**config.mk**
```make
export PLATFORM = sky130hd
export DESIGN_NAME = bypass_regfile
export DESIGN_NICKNAME = d
export VERILOG_FILES = /design/src/rtl/cpu_types_pkg.sv /design/src/rtl/pend_scoreboard.sv /design/src/rtl/bypass_regfile.sv
export SDC_FILE = /design/constraint.sdc
export NUM_CORES = 2
export LEC_CHECK = 0
export CAP_MARGIN = 20
export CORE_MARGIN = 2
export CORE_UTILIZATION = 40
export DETAILED_ROUTE_END_ITERATION = 10
export SLEW_MARGIN = 20
export SYNTH_ARGS = -nofsm -noshare
export SYNTH_HDL_FRONTEND = slang
export SYNTH_SLANG_ARGS = --single-unit
```
**constraint.sdc**
```tcl
create_clock -name CLK -period 105.1 [get_ports CLK]
set_clock_uncertainty 0.1 [all_clocks]
set_input_delay 21.02 -clock CLK [delete_from_list [all_inputs] [get_ports CLK]]
set_output_delay 21.02 -clock CLK [all_outputs]
set_load 0.01 [all_outputs]
```
**src/rtl/cpu_types_pkg.sv**
```systemverilog
// Shared CPU type definitions: default register-file geometry, the data word
// type and the pending-write counter type used by the register file.
package cpu_types_pkg;

    localparam int DEF_DW  = 32;
    localparam int DEF_AW  = 5;
    localparam int DEF_NRD = 2;
    localparam int DEF_PW  = 2;

    typedef logic [DEF_DW-1:0] word_t;
    typedef logic [DEF_PW-1:0] pend_t;

endpackage

```
**src/rtl/pend_scoreboard.sv**
```systemverilog
// Pending-write scoreboard: one saturating-by-backpressure counter per
// architectural register (register 0 is never tracked). Counts issued but
// not yet written-back results and produces the issue handshake.
module pend_scoreboard
    import cpu_types_pkg::*;
#(
    parameter int AW  = DEF_AW,
    parameter int NRD = DEF_NRD,
    parameter int PW  = DEF_PW
) (
    input  logic                     CLK,
    input  logic                     RST,
    input  logic                     wen,
    input  logic [AW-1:0]            wsel,
    input  logic                     iss_valid,
    input  logic [AW-1:0]            iss_wsel,
    output logic                     iss_ready,
    input  logic                     flush,
    input  logic [NRD-1:0][AW-1:0]   rsel,
    output logic [NRD-1:0][PW-1:0]   pend_rd
);

    localparam int DEPTH = 1 << AW;

    logic [PW-1:0]    pend [DEPTH];
    logic [DEPTH-1:0] inc;
    logic [DEPTH-1:0] wr;
    logic             full;
    logic             same_wr;
    logic             accept;

    // Issue is refused only when the destination counter is at its maximum
    // and no write to that register retires one entry in the same cycle.
    always_comb begin
        full      = (pend[iss_wsel] == {PW{1'b1}});
        same_wr   = wen && (wsel == iss_wsel);
        iss_ready = (iss_wsel == '0) || !full || same_wr;
        accept    = iss_valid && iss_ready;
    end

    // Decode per-register increment and write strobes.
    always_comb begin
        inc = '0;
        wr  = '0;
        for (int r = 1; r < DEPTH; r++) begin
            inc[r] = accept && (iss_wsel == AW'(r));
            wr[r]  = wen && (wsel == AW'(r));
        end
    end

    // Counter update: flush wins over issue; issue+write cancel; a write to an
    // idle register leaves the counter at zero.
    always_ff @(posedge CLK or posedge RST) begin
        if (RST) begin
            for (int r = 0; r < DEPTH; r++) pend[r] <= '0;
        end else if (flush) begin
            for (int r = 0; r < DEPTH; r++) pend[r] <= '0;
        end else begin
            for (int r = 1; r < DEPTH; r++) begin
                if (inc[r] && !wr[r])
                    pend[r] <= pend[r] + 1'b1;
                else if (!inc[r] && wr[r] && (pend[r] != '0))
                    pend[r] <= pend[r] - 1'b1;
            end
        end
    end

    // Per-read-port view of the pending counters.
    always_comb begin
        for (int i = 0; i < NRD; i++) pend_rd[i] = pend[rsel[i]];
    end

endmodule

```
**src/rtl/bypass_regfile.sv**
```systemverilog
// Register file with per-register pending-write tracking and combinational
// read ports. Register 0 is hard-wired to zero.
// Optional feature: define RF_BYPASS_EN to forward same-cycle writeback data
// to matching read ports (and clear busy when that write retires the last
// outstanding result).
module bypass_regfile
    import cpu_types_pkg::*;
#(
    parameter int DW  = DEF_DW,
    parameter int AW  = DEF_AW,
    parameter int NRD = DEF_NRD,
    parameter int PW  = DEF_PW
) (
    input  logic                     CLK,
    input  logic                     RST,
    input  logic                     wen,
    input  logic [AW-1:0]            wsel,
    input  logic [DW-1:0]            wdat,
    input  logic [NRD-1:0][AW-1:0]   rsel,
    output logic [NRD-1:0][DW-1:0]   rdat,
    output logic [NRD-1:0]           busy,
    input  logic                     iss_valid,
    input  logic [AW-1:0]            iss_wsel,
    output logic                     iss_ready,
    input  logic                     flush
);

    localparam int DEPTH = 1 << AW;

    logic [DW-1:0]            mem [DEPTH];
    logic [NRD-1:0][PW-1:0]   pend_rd;

    pend_scoreboard #(
        .AW  (AW),
        .NRD (NRD),
        .PW  (PW)
    ) u_pend (
        .CLK       (CLK),
        .RST       (RST),
        .wen       (wen),
        .wsel      (wsel),
        .iss_valid (iss_valid),
        .iss_wsel  (iss_wsel),
        .iss_ready (iss_ready),
        .flush     (flush),
        .rsel      (rsel),
        .pend_rd   (pend_rd)
    );

    // Storage: register 0 is never written so it always reads zero.
    always_ff @(posedge CLK or posedge RST) begin
        if (RST) begin
            for (int r = 0; r < DEPTH; r++) mem[r] <= '0;
        end else if (wen && (wsel != '0)) begin
            mem[wsel] <= wdat;
        end
    end

`ifdef RF_BYPASS_EN
    // Read mux with forwarding; forwarding is suppressed while in reset so
    // the file reads zero throughout.
    always_comb begin
        for (int i = 0; i < NRD; i++) begin
            if (!RST && wen && (wsel != '0) && (wsel == rsel[i])) begin
                rdat[i] = wdat;
                busy[i] = (pend_rd[i] > PW'(1));
            end else begin
                rdat[i] = mem[rsel[i]];
                busy[i] = (pend_rd[i] != '0);
            end
        end
    end
`else
    // Read mux straight from storage; busy reflects the pre-edge counters.
    always_comb begin
        for (int i = 0; i < NRD; i++) begin
            rdat[i] = mem[rsel[i]];
            busy[i] = (pend_rd[i] != '0);
        end
    end
`endif

endmodule

```
After elaboration in Yosys (flattened, before gate mapping):

Index checks and enable logic that the tools add are counted.

* add/sub/neg operators: 62
* $lt $le $gt $ge: 5
* eq/ne operators: 64
* mux-type cells: 81
* bitwise gates (word level): 4
* reductions and logical operators: 290

Operators by type and width (count)
* 1024-bit bitwise mux: 1
* 32-bit binary-select mux with 5-bit select: 2
* 32-bit demux with 5-bit select: 1
* 5-bit equality test (second input constant): 32
* 32-bit two-way mux: 5
* 1-bit logical AND: 159
* 2-bit two-way mux: 68
* 3-bit nonzero test: 31
* 5-bit by 4-bit equality test with 1-bit output (second input constant): 16
* 2-bit nonzero test: 33
* 1-bit zero test: 63
* 2-bit by 1-bit adder with 2-bit output (second input constant): 31
* 62-bit two-way mux: 1
* 2-bit by 1-bit subtractor with 2-bit output (second input constant): 31
* 5-bit by 3-bit equality test with 1-bit output (second input constant): 8
* 2-bit binary-select mux with 5-bit select: 3
* 6-bit >= comparator (second input constant): 4
* 5-bit inverter with 6-bit output: 4
* 5-bit by 2-bit equality test with 1-bit output (second input constant): 4
* 5-bit by 1-bit equality test with 1-bit output (second input constant): 2
* 6-bit by 1-bit < comparator with 1-bit output (second input constant): 1
* 5-bit equality test: 1
* 5-bit zero test: 1
* 5-bit nonzero test: 1
* other kinds (2): 3

* flip-flop bits (word level): 1086
* bits of input ports: 57
* output and inout bits: 67
* logic and storage cells: 569

Logic depth before layout (Yosys ltp):

* depth in word-level cells: 16
* depth in mapped cells: 11
* gate-level depth less buffers: 7

Hierarchy:

A second synthesis with hierarchy kept.

* cell total of the unflattened synthesis: 5176
* area, all modules: 61386.4 um^2

Modules (own cells, without submodules)
* bypass_regfile: times used 1, cells an instance 4604, area an instance 55956.2 um^2, seq. area each 25624.6 um^2
* pend_scoreboard: times used 1, cells an instance 572, area an instance 5430.2 um^2, seq. area each 1551.5 um^2

Least setup slack after synthesis:

No wires, ideal clock.

* path kind: input -> output
* from: in rsel[5] (netlist bit)
* to: out rdat[32] (netlist bit)
* arrival: 23.293 ns
* required time: 83.980 ns
* path slack: 60.687 ns
* stages: 6
* path buffers: 3
* path through: buf_2 -> clkbuf_1 -> buf_1 -> mux4_2 -> mux4_2 -> mux2_2

RTL lines
* from (decl): line bypass_regfile.sv:19 `input logic [NRD-1:0][AW-1:0] rsel,`
* to (decl): line bypass_regfile.sv:20 `output logic [NRD-1:0][DW-1:0] rdat,`

==> metrics.yaml <==
timing:
  max_slew.worst_pin.slew_ps: 1190
  timing.final.setup_violations: 0
  timing.final.max_slew_violations: 0
  timing_hold_violations_final: 0
  timing.final.crit_share: 0.447
  slew_headroom: 0.207
  final.hold.worst_slack_ps: 296
  grt_setup_unrepaired: "false"
  fin_tns_setup_ps: 0
  max_freq_mhz: 21.3
  final_period_minus_worst_setup_slack_ps: 46990
placed_design:
  hpwl_um: 95400
  numPortBuffers: 123
  cell_total_after_placement: 6001
  place_congestion: 0.802
  postPlaceCellArea_um2: 61600
detailed_routing:
  detail_route.drc_violations: 0
  via_per_inst: 6.15
  dr.pass1.iters: 5
  antenna_left: 0
  vias: 38300
  routed_wire_length_um: 182000
  routedWlPerCell_um: 29.2
  drt-initial-drc-count: 3499
global_routing:
  antenna_found_initial: 11
  grt_usage: 0.244
  globalRoute.totalOverflow: 0
  grt_pass1_wl_um: 273000
  grt_max_degree: 168
  vias_in_the_first_global_route: 39600
critical_path:
  arrival_ps: 25870
  regToRegSetupSlack_ps: 102180
  critical_path_class: "in -> out"
  worstPathCellList: "buf_8, buf_16, buf_12, buf_4, buf_12, buf_4, mux4_2, mux4_2, mux2_2, clkdlybuf4s50_1"
  slowest_delay_ps: 610
  crit_fanout: 102
  regToRegEndpoint: "u_pend.pend[42]"
  r2r_cells: 7
  reg2reg_from: "u_pend.pend[58]"
  critical-path-slowest-cell: "sky130_fd_sc_hd__buf_12"
  critical_path.endpoint_type: "output pin"
  cp_data_required_time_ps: 83980
  worst_setup_start_kind: "input pin"
clocking:
  cts_max_path_buffers: 3
  post_cts_buffers: 0
  tritoncts: "built"
  worst_skew_pair.late_latency_ps: 750
  post_cts_resize_count: 0
  cts.sink_count: 1086
  cts.reportedPaths.clkPinSlew_ps: 60
  h-tree-depth: 3
  clock_tree.root_cell: "sky130_fd_sc_hd__clkbuf_16"
  cts_inserted_buffers: 118
  cts.hold.buffers_added: 0
die:
  fp.dieArea_um2: 150000
  io_pins: 124
  core_region_area_um2: 146000
  die_h_um: 388
  row_cnt: 140
  starting_density: 0.404
  die_w_um: 388
cells_and_area:
  layout.cell_area.non_filler_um2: 65800
  final_cells: 6231
  nets: 4264
  areaGrowthSynthToFinish_pct: 11.6
  layout-drive-gt1-share: 0.422
power_and_ir_drop:
  power.ir.vdd_worst_uv: 15.0
  powerDensity_nw_per_um2: 18.9
  leakage_nw: 28.4
synth:
  netlist_area_um2: 58900
  synth-main-ff-cell: "sky130_fd_sc_hd__dfrtp_1"
  synth-seq-area-share: 0.461
  synthesis.nets: 4404
  synth_enable_flop_cells: 0
  syn-instance-count: 4347
  netlist-cell-type-count: 60
  ys_async_sr_fraction: 1.00
  yosys.area_share.xor_xnor: 0.00119
  synth_top_family_by_area: "multiplexers"
  multiplexer_share_of_the_synthesized_area: 0.403
  number_of_warnings_issued_by_yosys: 0
  ys_ff_latch: 1086
  avgSynthCellArea_um2: 13.6
  complex_gate_fraction_of_the_synthesized_area: 0.0209
  synth_simple_gate_area_frac: 0.0838
  synth_fa_ha_area_frac: 0
worst_hold_path:
  hold_path_startpoint: "mem[997]"
  min_path_type: "reg -> reg"
  min_path_cells: 0
  min_delay_worst_endpoint: "mem[997]"
status:
  run_status: "finished clean"
flow_run:
  cap_violations: 0
sequential cells by signal, summed over array words and instances (netlist names):
| signal | flops |
|---|---|
| mem | 1024 |
| u_pend.pend | 62 |
logic make-up (layout without fill, tap and decap cells):
group,after synthesis,after routing
other,0,3
AND/OR/NAND/NOR,1162,1162
XOR/XNOR,8,8
AO/OA/AOI/OAI,182,182
multiplexers,1458,1458
flip-flops,1086,1086
buffers and inverters,451,415
Yosys cell counts, types with 2 or more instances:
cell type	instances	area (um2)
sky130_fd_sc_hd__a211oi_1	23	173
sky130_fd_sc_hd__a21oi_1	47	235
sky130_fd_sc_hd__a221oi_1	3	26.3
sky130_fd_sc_hd__a22o_1	7	61.3
sky130_fd_sc_hd__a22oi_1	13	97.6
sky130_fd_sc_hd__and2_1	8	50.1
sky130_fd_sc_hd__and3_1	10	62.6
sky130_fd_sc_hd__and3b_1	2	17.5
sky130_fd_sc_hd__buf_1	110	413
sky130_fd_sc_hd__buf_2	19	95.1
sky130_fd_sc_hd__clkbuf_1	317	1190
sky130_fd_sc_hd__dfrtp_1	1086	27200
sky130_fd_sc_hd__inv_1	2	7.51
sky130_fd_sc_hd__mux2_2	803	9040
sky130_fd_sc_hd__mux2i_1	3	30.0
sky130_fd_sc_hd__mux4_1	3	78.8
sky130_fd_sc_hd__mux4_2	649	14600
sky130_fd_sc_hd__nand2_1	839	3150
sky130_fd_sc_hd__nand2b_1	25	156
sky130_fd_sc_hd__nand3_1	17	85.1
sky130_fd_sc_hd__nand3b_1	10	75.1
sky130_fd_sc_hd__nand4_1	4	25.0
sky130_fd_sc_hd__nor2_1	90	338
sky130_fd_sc_hd__nor2_2	2	12.5
sky130_fd_sc_hd__nor2_4	2	22.5
sky130_fd_sc_hd__nor2b_1	3	18.8
sky130_fd_sc_hd__nor3_1	74	370
sky130_fd_sc_hd__nor3_2	2	20.0
sky130_fd_sc_hd__nor3b_1	19	143
sky130_fd_sc_hd__nor4_1	21	131
sky130_fd_sc_hd__nor4b_1	4	35.0
sky130_fd_sc_hd__o211ai_1	20	150
sky130_fd_sc_hd__o21a_1	14	105
sky130_fd_sc_hd__o21ai_0	29	145
sky130_fd_sc_hd__o21ba_2	9	90.1
sky130_fd_sc_hd__o2bb2ai_1	6	52.6
sky130_fd_sc_hd__or2_2	8	50.1
sky130_fd_sc_hd__or3_1	14	87.6
sky130_fd_sc_hd__or3b_2	3	26.3
sky130_fd_sc_hd__xnor2_1	4	35.0
sky130_fd_sc_hd__xor2_1	4	35.0
cells in the final DEF (no fill, tap or decap), drive strengths merged, types with 23 or more instances in the layout:
cell type,netlist,routed
mux2,803,803
nor2,94,94
mux4,652,652
a211oi,23,23
nand2b,25,25
nor3,76,76
a21oi,47,47
clkdlybuf4s50,0,97
nand2,839,839
buf,132,92
dfrtp,1086,1086
clkinv,0,31
clkbuf,317,163
o21ai,29,29
final cells by class:
| cell class | count | area (um2) |
|---|---|---|
| Clock buffer | 163 | 3400 |
| Fill cell | 12900 | 80100 |
| Sequential cell | 1086 | 27200 |
| Multi-Input combinational cell | 2810 | 30300 |
| Clock inverter | 61 | 776 |
| Inverter | 2 | 15.0 |
| Antenna cell | 3 | 7.51 |
| Timing Repair Buffer | 189 | 1750 |
| Tap cell | 1917 | 2400 |
critical path, delay by kind of cell:
family	cells	cell delay [ps]
buffers and inverters	7	3200
muxes	3	1370
per-stage QoR:
step / setup slack [ps] / util / power (mW)
floorplan: 53410 / - / 0.728
global placement: 57720 / 0.422 / 0.794
global route: 57710 / 0.451 / 1.30
detailed placement: 57700 / 0.422 / 0.803
CTS: 57720 / 0.451 / 1.25
finish: 58110 / 0.451 / 1.24
worst max path at each step:
stage | from | cells after the start | end | slack [ps]
floorplan | RST | 1 | mem[0] | 53410
global route | rsel[0] | 10 | rdat[19] | 57710
global placement | rsel[0] | 8 | rdat[19] | 57720
finish | rsel[0] | 10 | rdat[19] | 58110
CTS | rsel[0] | 8 | rdat[19] | 57720
detailed placement | rsel[0] | 8 | rdat[19] | 57700
per-layer routing:
metal / track usage / share of wire / wire (um)
met4: 0.0844 / 0.034 / 6210
met3: 0.0425 / 0.067 / 12300
met2: 0.387 / 0.47 / 85700
met5: 0 / 0.00045 / 81
met1: 0.340 / 0.43 / 77600
report_power, final:
group          leakage [nW]  internal (mW)  switching (mW)
logic                  12.3          0.154          0.0973
clock network          2.05          0.264           0.184
registers              14.0          0.492          0.0523
total                  28.4          0.910           0.334
Note: power is estimated with default switching activity, not from simulation.
